## config.mk

```make
export PLATFORM = sky130hd
export DESIGN_NAME = ahb_arbiter
export DESIGN_NICKNAME = d
export VERILOG_FILES = /design/src/rtl/ahb_arbiter.sv
export SDC_FILE = /design/constraint.sdc
export NUM_CORES = 1
export LEC_CHECK = 0
export CAP_MARGIN = 0
export CORE_AREA = 2 2 48 50
export DETAILED_ROUTE_END_ITERATION = 10
export DIE_AREA = 0 0 50 52
export PLACE_DENSITY = 0.8
export REMOVE_ABC_BUFFERS = 1
export SETUP_SLACK_MARGIN = 0.3
export SYNTH_ARGS = -nofsm -noshare
export SYNTH_HDL_FRONTEND = slang
export SYNTH_SLANG_ARGS = --single-unit
```

## constraint.sdc

```tcl
create_clock -name clk -period 4.8 [get_ports clk]
set_input_delay 0.72 -clock clk [delete_from_list [all_inputs] [get_ports clk]]
set_output_delay 0.72 -clock clk [all_outputs]
set_load 0.005 [all_outputs]
```

## src/rtl/ahb_arbiter.sv

```systemverilog
// Round-robin AHB arbiter: one-hot grant, address/data-phase master index,
// fixed-length burst tracking, INCR hold and locked-sequence support.
module ahb_arbiter #(
  parameter int NUM_MASTERS    = 4,
  parameter int DEFAULT_MASTER = 0,
  localparam int MW            = $clog2(NUM_MASTERS)
) (
  input  logic                   clk,
  input  logic                   reset,
  input  logic [NUM_MASTERS-1:0] hbusreq,
  input  logic [NUM_MASTERS-1:0] hlock,
  input  logic [1:0]             htrans,
  input  logic [2:0]             hburst,
  input  logic                   hready,
  output logic [NUM_MASTERS-1:0] hgrant,
  output logic [MW-1:0]          hmaster,
  output logic [MW-1:0]          hmaster_data,
  output logic                   hmastlock
);

  typedef enum logic [1:0] {
    TR_IDLE   = 2'd0,
    TR_BUSY   = 2'd1,
    TR_NONSEQ = 2'd2,
    TR_SEQ    = 2'd3
  } htrans_e;

  localparam logic [2:0]             BURST_INCR = 3'd1;
  localparam logic [MW-1:0]          DEF_IDX    = MW'(DEFAULT_MASTER);
  localparam logic [NUM_MASTERS-1:0] DEF_GRANT  =
    {{(NUM_MASTERS-1){1'b0}}, 1'b1} << DEFAULT_MASTER;

  if (DEFAULT_MASTER < 0 || DEFAULT_MASTER >= NUM_MASTERS) begin : g_bad_default
    $error("ahb_arbiter: DEFAULT_MASTER out of range");
  end

  // Remaining beats after the NONSEQ beat; INCR has no known length.
  function automatic logic [3:0] burst_len_m1(input logic [2:0] burst);
    logic [3:0] len_m1;
    case (burst)
      3'd0, 3'd1: len_m1 = 4'd0;
      3'd2, 3'd3: len_m1 = 4'd3;
      3'd4, 3'd5: len_m1 = 4'd7;
      3'd6, 3'd7: len_m1 = 4'd15;
      default:    len_m1 = 4'd0;
    endcase
    return len_m1;
  endfunction

  logic [NUM_MASTERS-1:0] hgrant_q, hgrant_d;
  logic [MW-1:0]          hmaster_q, hmaster_d;
  logic [MW-1:0]          hmaster_data_q, hmaster_data_d;
  logic                   hmastlock_q, hmastlock_d;
  logic [3:0]             cnt_q, cnt_d;
  logic                   incr_q, incr_d;

  logic                   rr_found_s;
  logic [MW-1:0]          rr_idx_s;
  logic [MW:0]            cand_sum_s;
  logic [MW-1:0]          cand_s;
  logic                   hit_s;
  logic                   arb_s;

  // Round-robin search from owner+1 upward, wrapping, ending at the owner.
  always_comb begin
    rr_found_s = 1'b0;
    rr_idx_s   = DEF_IDX;
    cand_sum_s = '0;
    cand_s     = '0;
    hit_s      = 1'b0;
    for (int i = 1; i <= NUM_MASTERS; i++) begin
      cand_sum_s = {1'b0, hmaster_q} + (MW+1)'(i);
      cand_sum_s = (cand_sum_s >= (MW+1)'(NUM_MASTERS)) ?
                   cand_sum_s - (MW+1)'(NUM_MASTERS) : cand_sum_s;
      cand_s     = cand_sum_s[MW-1:0];
      hit_s      = !rr_found_s && hbusreq[cand_s];
      rr_idx_s   = hit_s ? cand_s : rr_idx_s;
      rr_found_s = rr_found_s | hbusreq[cand_s];
    end
  end

  // Beat counter, lock, arbitration and data-phase pipeline; all hready-qualified.
  always_comb begin
    cnt_d          = cnt_q;
    incr_d         = incr_q;
    hmastlock_d    = hmastlock_q;
    hmaster_d      = hmaster_q;
    hmaster_data_d = hmaster_data_q;
    arb_s          = 1'b0;
    if (hready) begin
      case (htrans)
        TR_NONSEQ: begin
          cnt_d  = burst_len_m1(hburst);
          incr_d = (hburst == BURST_INCR);
        end
        TR_SEQ:  cnt_d  = (cnt_q != 4'd0) ? cnt_q - 4'd1 : cnt_q;
        TR_IDLE: incr_d = 1'b0;
        default: cnt_d  = cnt_q;
      endcase
      arb_s = !hmastlock_q && !hlock[hmaster_q] && (cnt_d == 4'd0) &&
              (htrans != TR_BUSY);
      if (arb_s) begin
        // A live INCR owner still requesting counts as the sole requester.
        if (incr_d && hbusreq[hmaster_q]) begin
          hmaster_d = hmaster_q;
        end else if (rr_found_s) begin
          hmaster_d = rr_idx_s;
        end else begin
          hmaster_d = DEF_IDX;
        end
      end else begin
        hmaster_d = hmaster_q;
      end
      incr_d         = incr_d && (hmaster_d == hmaster_q);
      hmastlock_d    = hlock[hmaster_d];
      hmaster_data_d = hmaster_q;
    end else begin
      arb_s = 1'b0;
    end
  end

  // One-hot grant derived from the next owner index.
  always_comb begin
    hgrant_d            = '0;
    hgrant_d[hmaster_d] = 1'b1;
  end

  // State registers.
  always_ff @(posedge clk or posedge reset) begin
    if (reset) begin
      hgrant_q       <= DEF_GRANT;
      hmaster_q      <= DEF_IDX;
      hmaster_data_q <= DEF_IDX;
      hmastlock_q    <= 1'b0;
      cnt_q          <= 4'd0;
      incr_q         <= 1'b0;
    end else begin
      hgrant_q       <= hgrant_d;
      hmaster_q      <= hmaster_d;
      hmaster_data_q <= hmaster_data_d;
      hmastlock_q    <= hmastlock_d;
      cnt_q          <= cnt_d;
      incr_q         <= incr_d;
    end
  end

  assign hgrant       = hgrant_q;
  assign hmaster      = hmaster_q;
  assign hmaster_data = hmaster_data_q;
  assign hmastlock    = hmastlock_q;

endmodule

```

* Yosys cells after proc, flatten, opt, wreduce, memory -nomap -nowiden
Memories as Yosys holds them, arrays and structs flattened. Index checks and enable logic that the tools add are counted.
Operators by class: $lt $le $gt $ge 12, mux-type cells 34, bitwise operators 3, reductions and logical operators 17, $add $sub $neg 9, equal/unequal tests 5
Operators by type and width (number):
- 2-bit two-way mux | 13
- 2-bit by 3-bit less-than comparator with 1-bit output (second input constant) | 7
- 1-bit binary-select mux with 2-bit select | 7
- 3-bit >= comparator (second input constant) | 4
- 1-bit logical AND | 9
- 1-bit two-way mux | 9
- 4-bit two-way mux | 2
- 4-bit case mux with 2 select lines | 1
- 2-bit by 1-bit subtractor with 2-bit output (second input constant) | 4
- 2-bit by 2-bit adder with 3-bit output (second input constant) | 2
- 1-bit zero test | 5
- 2-bit equality test (second input constant) | 2
- 4-bit zero test | 1
- 4-bit nonzero test | 1
- 4-bit by 1-bit subtractor with 4-bit output (second input constant) | 1
- 2-bit by 1-bit adder with 3-bit output (second input constant) | 1
- 2-bit by 3-bit adder with 3-bit output (second input constant) | 1
- 3-bit by 1-bit equality test with 1-bit output (second input constant) | 1
- 1-bit bitwise OR | 3
- 1-bit demux with 2-bit select | 1
- 2-bit equality test | 1
- 2-bit by 1-bit >= comparator with 1-bit output (second input constant) | 1
- 2-bit zero test | 1
- 2-bit by 1-bit inequality test with 1-bit output (second input constant) | 1
- 1-bit case mux with 2 select lines | 1
Storage, ports and cells: bits in registers 14, memories 1, bits in read-only memories 32, word-level logic and storage cells 87
Memories:
- (no name shown) | depth 8, bits a word 4, rd ports 1, clocked after Yosys merged registers in 0, wr ports 0, line 40 | case (burst)

* Depth between registers and ports, before layout
depth in word-level cells 19, gate-level depth with buffers 9, gate-level depth less buffers 9

* Least setup slack after synthesis
No wires, ideal clock.
kind in2reg, from input port hlock[3], to register hgrant_q[3], in the netlist hgrant[3], arrival time 2607 ps, data required time 4681 ps, buffers on the path 0, stages on the path 6, setup slack 2074 ps, cell sequence mux4_2 > or4_4 > nor3_4 > nor3b_2 > mux2_2 > and2_1
Between the ends: longest elaborated chain between the ends 13, elaborated cells on any way between the ends 14, classes of those cells order compare: 2; mux: 7; reduce/logical: 5
Ends and longest elaborated chain:
- start, declared | line 11 | input logic [NUM_MASTERS-1:0] hlock,
- 1-bit binary-select mux with 2-bit select (*) | line 100 | arb_s = !hmastlock_q && !hlock[hmaster_q] && (cnt_d == 4'd0) &&
- 1-bit two-way mux (implied by the code) (*) | line 100
- 1-bit zero test (*) | line 100
- 1-bit logical AND (*) (3 in a row) | line 100
- 2-bit two-way mux (*) | line 102 | if (arb_s) begin
- 2-bit two-way mux (*) (2 in a row) | line 90 | if (hready) begin
- named net hmaster_d[1] | line 51 | logic [MW-1:0] hmaster_q, hmaster_d;
- 2-bit by 3-bit less-than comparator with 1-bit output (implied by the code) / 2-bit by 1-bit >= comparator with 1-bit output (equally long branches) | line 125 | hgrant_d[hmaster_d] = 1'b1;
- 1-bit logical AND (implied by the code) | line 125
- 1-bit two-way mux (implied by the code) | line 125
- 1-bit demux with 2-bit select (*) | line 125
- named net hgrant_d[3] | line 50 | logic [NUM_MASTERS-1:0] hgrant_q, hgrant_d;
- end signal, assigned | line 138 | hgrant_q <= hgrant_d;
- end, declared | line 50
The timed path passes the listed nets; every way through them passes the cells marked *. The select of a mux whose other input is x is not followed. A chain may end at the register's enable or synchronous reset.

* Worst setup path after layout
from input port htrans[0], to register hgrant_q[3], in the netlist hgrant[3]
Between the ends: longest elaborated chain between the ends 13, elaborated cells on any way between the ends 21, classes of those cells order compare: 2; eq/ne: 3; mux: 10; reduce/logical: 6
Ends and longest elaborated chain:
- start, declared | line 12 | input logic [1:0] htrans,
- 2-bit equality test | line 91 | case (htrans)
- 4-bit case mux with 2 select lines | line 91
- 4-bit two-way mux | line 90
- 4-bit zero test | line 100
- 1-bit logical AND (2 in a row) | line 100
- 2-bit two-way mux (*) | line 102
- 2-bit two-way mux (*) (2 in a row) | line 90
- named net hmaster_d[1] | line 51
- 2-bit by 3-bit less-than comparator with 1-bit output (implied by the code) / 2-bit by 1-bit >= comparator with 1-bit output (equally long branches) | line 125
- 1-bit logical AND (implied by the code) | line 125
- 1-bit two-way mux (implied by the code) | line 125
- 1-bit demux with 2-bit select (*) | line 125
- named net hgrant_d[3] | line 50
Marks and branches as above.

==> impl_metrics.ini <==
[timing]
period_share = 0.6650
slew_viol_final = 0
finalHoldViolCount = 0
rsz0062_at_grt = false
fmax_mhz = 313.3
relSlewSlack = 0.6634
setup_viol = 0
period_needed_ns = 3.192
tns_ns = 0
skew_ns = 0.01149
worstMarginPinSlew_ns = 0.5043

[route]
drt_iter0_drc = 9
wl_met1_um = 997
top_layer = met4
wl_mm = 2.291
dr_wl_met3_um = 118
wl_per_cell_um = 13.97
dr.pass1.iters = 4
drt-vias-per-instance = 5.555
via_count = 911
drc = 0
wl_met2_mm = 1.149
route.antenna.remaining_nets = 0

[clock_tree]
ctsHoldBuffers = 0
clkLatencyLatePin_ns = 0.28
cts_buffers = 3
cts_max_level = 1
post_cts_buffers = 0
path_clk_slew_ns = 0.07
ctsResizeCount = 0
cts_root_buf = clkbuf_4
cts_tree = built
clockBufferDepth = 2
cts_sinks = 14

[logic_synthesis]
synth_area_leaders = dfrtp_1, mux2_2, nor2_1
yosysMostFrequentCell = dfrtp_1
yosys_warnings = 0
synth_edf_count = 0
yosys.area.top_type = dfrtp_1
syn-cell-area_um2 = 1025
synth_ff_type = dfrtp_1
syn_area_per_cell_um2 = 9.068
yosysSeqAreaShare = 0.3431
ys_async_sr_fraction = 1.000
synth_common_cells = dfrtp_1, nor2_1, nand2_1
synth.ff_latch_count = 14
synthCells = 113
synth_cell_types = 44
synth_top_area_frac = 0.3175

[global_routing]
grt_pass1_wl_mm = 4.015
grt_max_degree = 15
antenna_found_initial = 0
grt_pass1_vias = 907
grt.overflow.total = 0
globalRouteTotalUtil = 0.2035

[pwr]
power_density_nw_per_um2 = 414.6
ir_drop_uv = 330.8
p_leak_nw = 0.5273

[layout]
fin_nets = 154
finalNonFillerCells = 164
syn_to_final_growth_pct = 27.23
antenna_cells = 0
layout-drive-gt1-share = 0.1103

[min_path]
hp-class = register to register

[placed_design]
port_buffers = 24
place.gp.congestion = 0.7942
place_inst = 160
dpl.hpwl_mm = 1.761

[worst_setup_path]
critPathArrivalTime_ns = 3.36
path_delay_family = simple AND/OR/NAND/NOR gates
crit_path_end_kind = register
startpoint_type = input pin
critical_path.cell_chain = clkdlybuf4s50_1, o21ba_1, a211o_1, or4_4, nor3_4, nor3b_2, mux2_2, and2_1
cpPeakStageDelay_ns = 0.67
required_ns = 4.97
crit_buf_inv = 1
cp_slowest_cell = clkdlybuf4s50_1
critPathKind = input pin to register
cp_max_fo = 12

[die]
start_util = 0.4866
rows = 17
fp.dieW_um = 50
die_h_um = 52
dieArea_um2 = 2600
coreArea_um2 = 2106
io_pins = 25

[job]
cap_violations = 0

[status]
outcome = finished, final reports clean
[cell type report]
type / instances / area (um^2)
sequential: 14 / 351.6
fill: 182 / 802.0
multi-input combinational: 87 / 624.3
inverter: 7 / 26.28
timing repair buffer: 24 / 240.2
clock buffer: 4 / 26.28
tap: 28 / 35.03
[logic make-up (layout without fill, tap and decap cells)]
logic type | Yosys count | after routing | share of synthesized area
AO/OA/AOI/OAI | 30 | 30 | 0.2210
XOR/XNOR | 2 | 2 | 0.01710
adder cells (fa/ha/maj) | 1 | 1 | 0.01221
buffers and inverters | 12 | 35 | 0.04762
flip-flops | 14 | 14 | 0.3431
multiplexers | 10 | 10 | 0.1160
AND/OR/NAND/NOR | 44 | 44 | 0.2430
[routing by layer]
metal  up-vias  track usage
li1        460            -
met3         4      0.05172
met1       426       0.2459
met4         0      0.07407
met2        21       0.3487
met5         -            0
[worst paths after layout]
| check | from | endpoint | slack, ns | cells after the start |
|---|---|---|---|---|
| setup / recovery | htrans[0] | hgrant[3] | 1.61 | 8 |
| hold / removal | hmaster_data[0] | hmaster_data[0] | 0.51 | 1 |
| setup reg to reg | hmaster[0] | hgrant[3] | 1.94 | 6 |
| hold reg to reg | hmaster_data[0] | hmaster_data[0] | 0.51 | 1 |
| max in group asynchronous | reset | hgrant[0] | 3.68 | 2 |
| min in group asynchronous | reset | hmaster_data[1] | 0.75 | 2 |
[flip-flops by register name, summed over array words and instances, names as in the netlist]
register      count
hmaster           2
hmaster_data      2
hgrant            4
cnt_q             4
hmastlock         1
incr_q            1
[report_power, final]
part	internal, W	switching (W)
Combinational	0.000154	0.000105
Clock	0.0000323	0.0000360
Sequential	0.000161	0.0000527
Total	0.000347	0.000193
[placed cells by master, fill, tap and decap left out, types with 2 or more instances in the layout]
cell and count:
and2_1 2, a21boi_0 2, mux2_2 5, mux2i_1 4, clkbuf_4 3, clkdlybuf4s50_1 24
and3_1 2, dfrtp_1 13, nor2_1 11, inv_1 7, nand2_1 9, nor3b_1 2
nand2b_1 5, a21oi_1 2, o32a_1 3, a211oi_1 3, nor2b_1 4, o21ai_0 7
nor3_1 2
[through the flow]
step	area, um^2	util	hold slack [ns]	total power, W	worst slack, ns
final	1304	0.6191	0.5062	0.0005405	1.608
after detailed placement	1277	0.6067	0.4953	0.0004743	1.323
after floorplan	1002	-	0.4716	0.0003541	2.074
after global routing	1304	0.6191	0.5327	0.0005835	1.454
after global placement	1277	0.6067	0.4940	0.0004654	1.393
after CTS	1304	0.6191	0.5111	0.0005443	1.615
No activity file was read; power rests on OpenSTA's default activity.
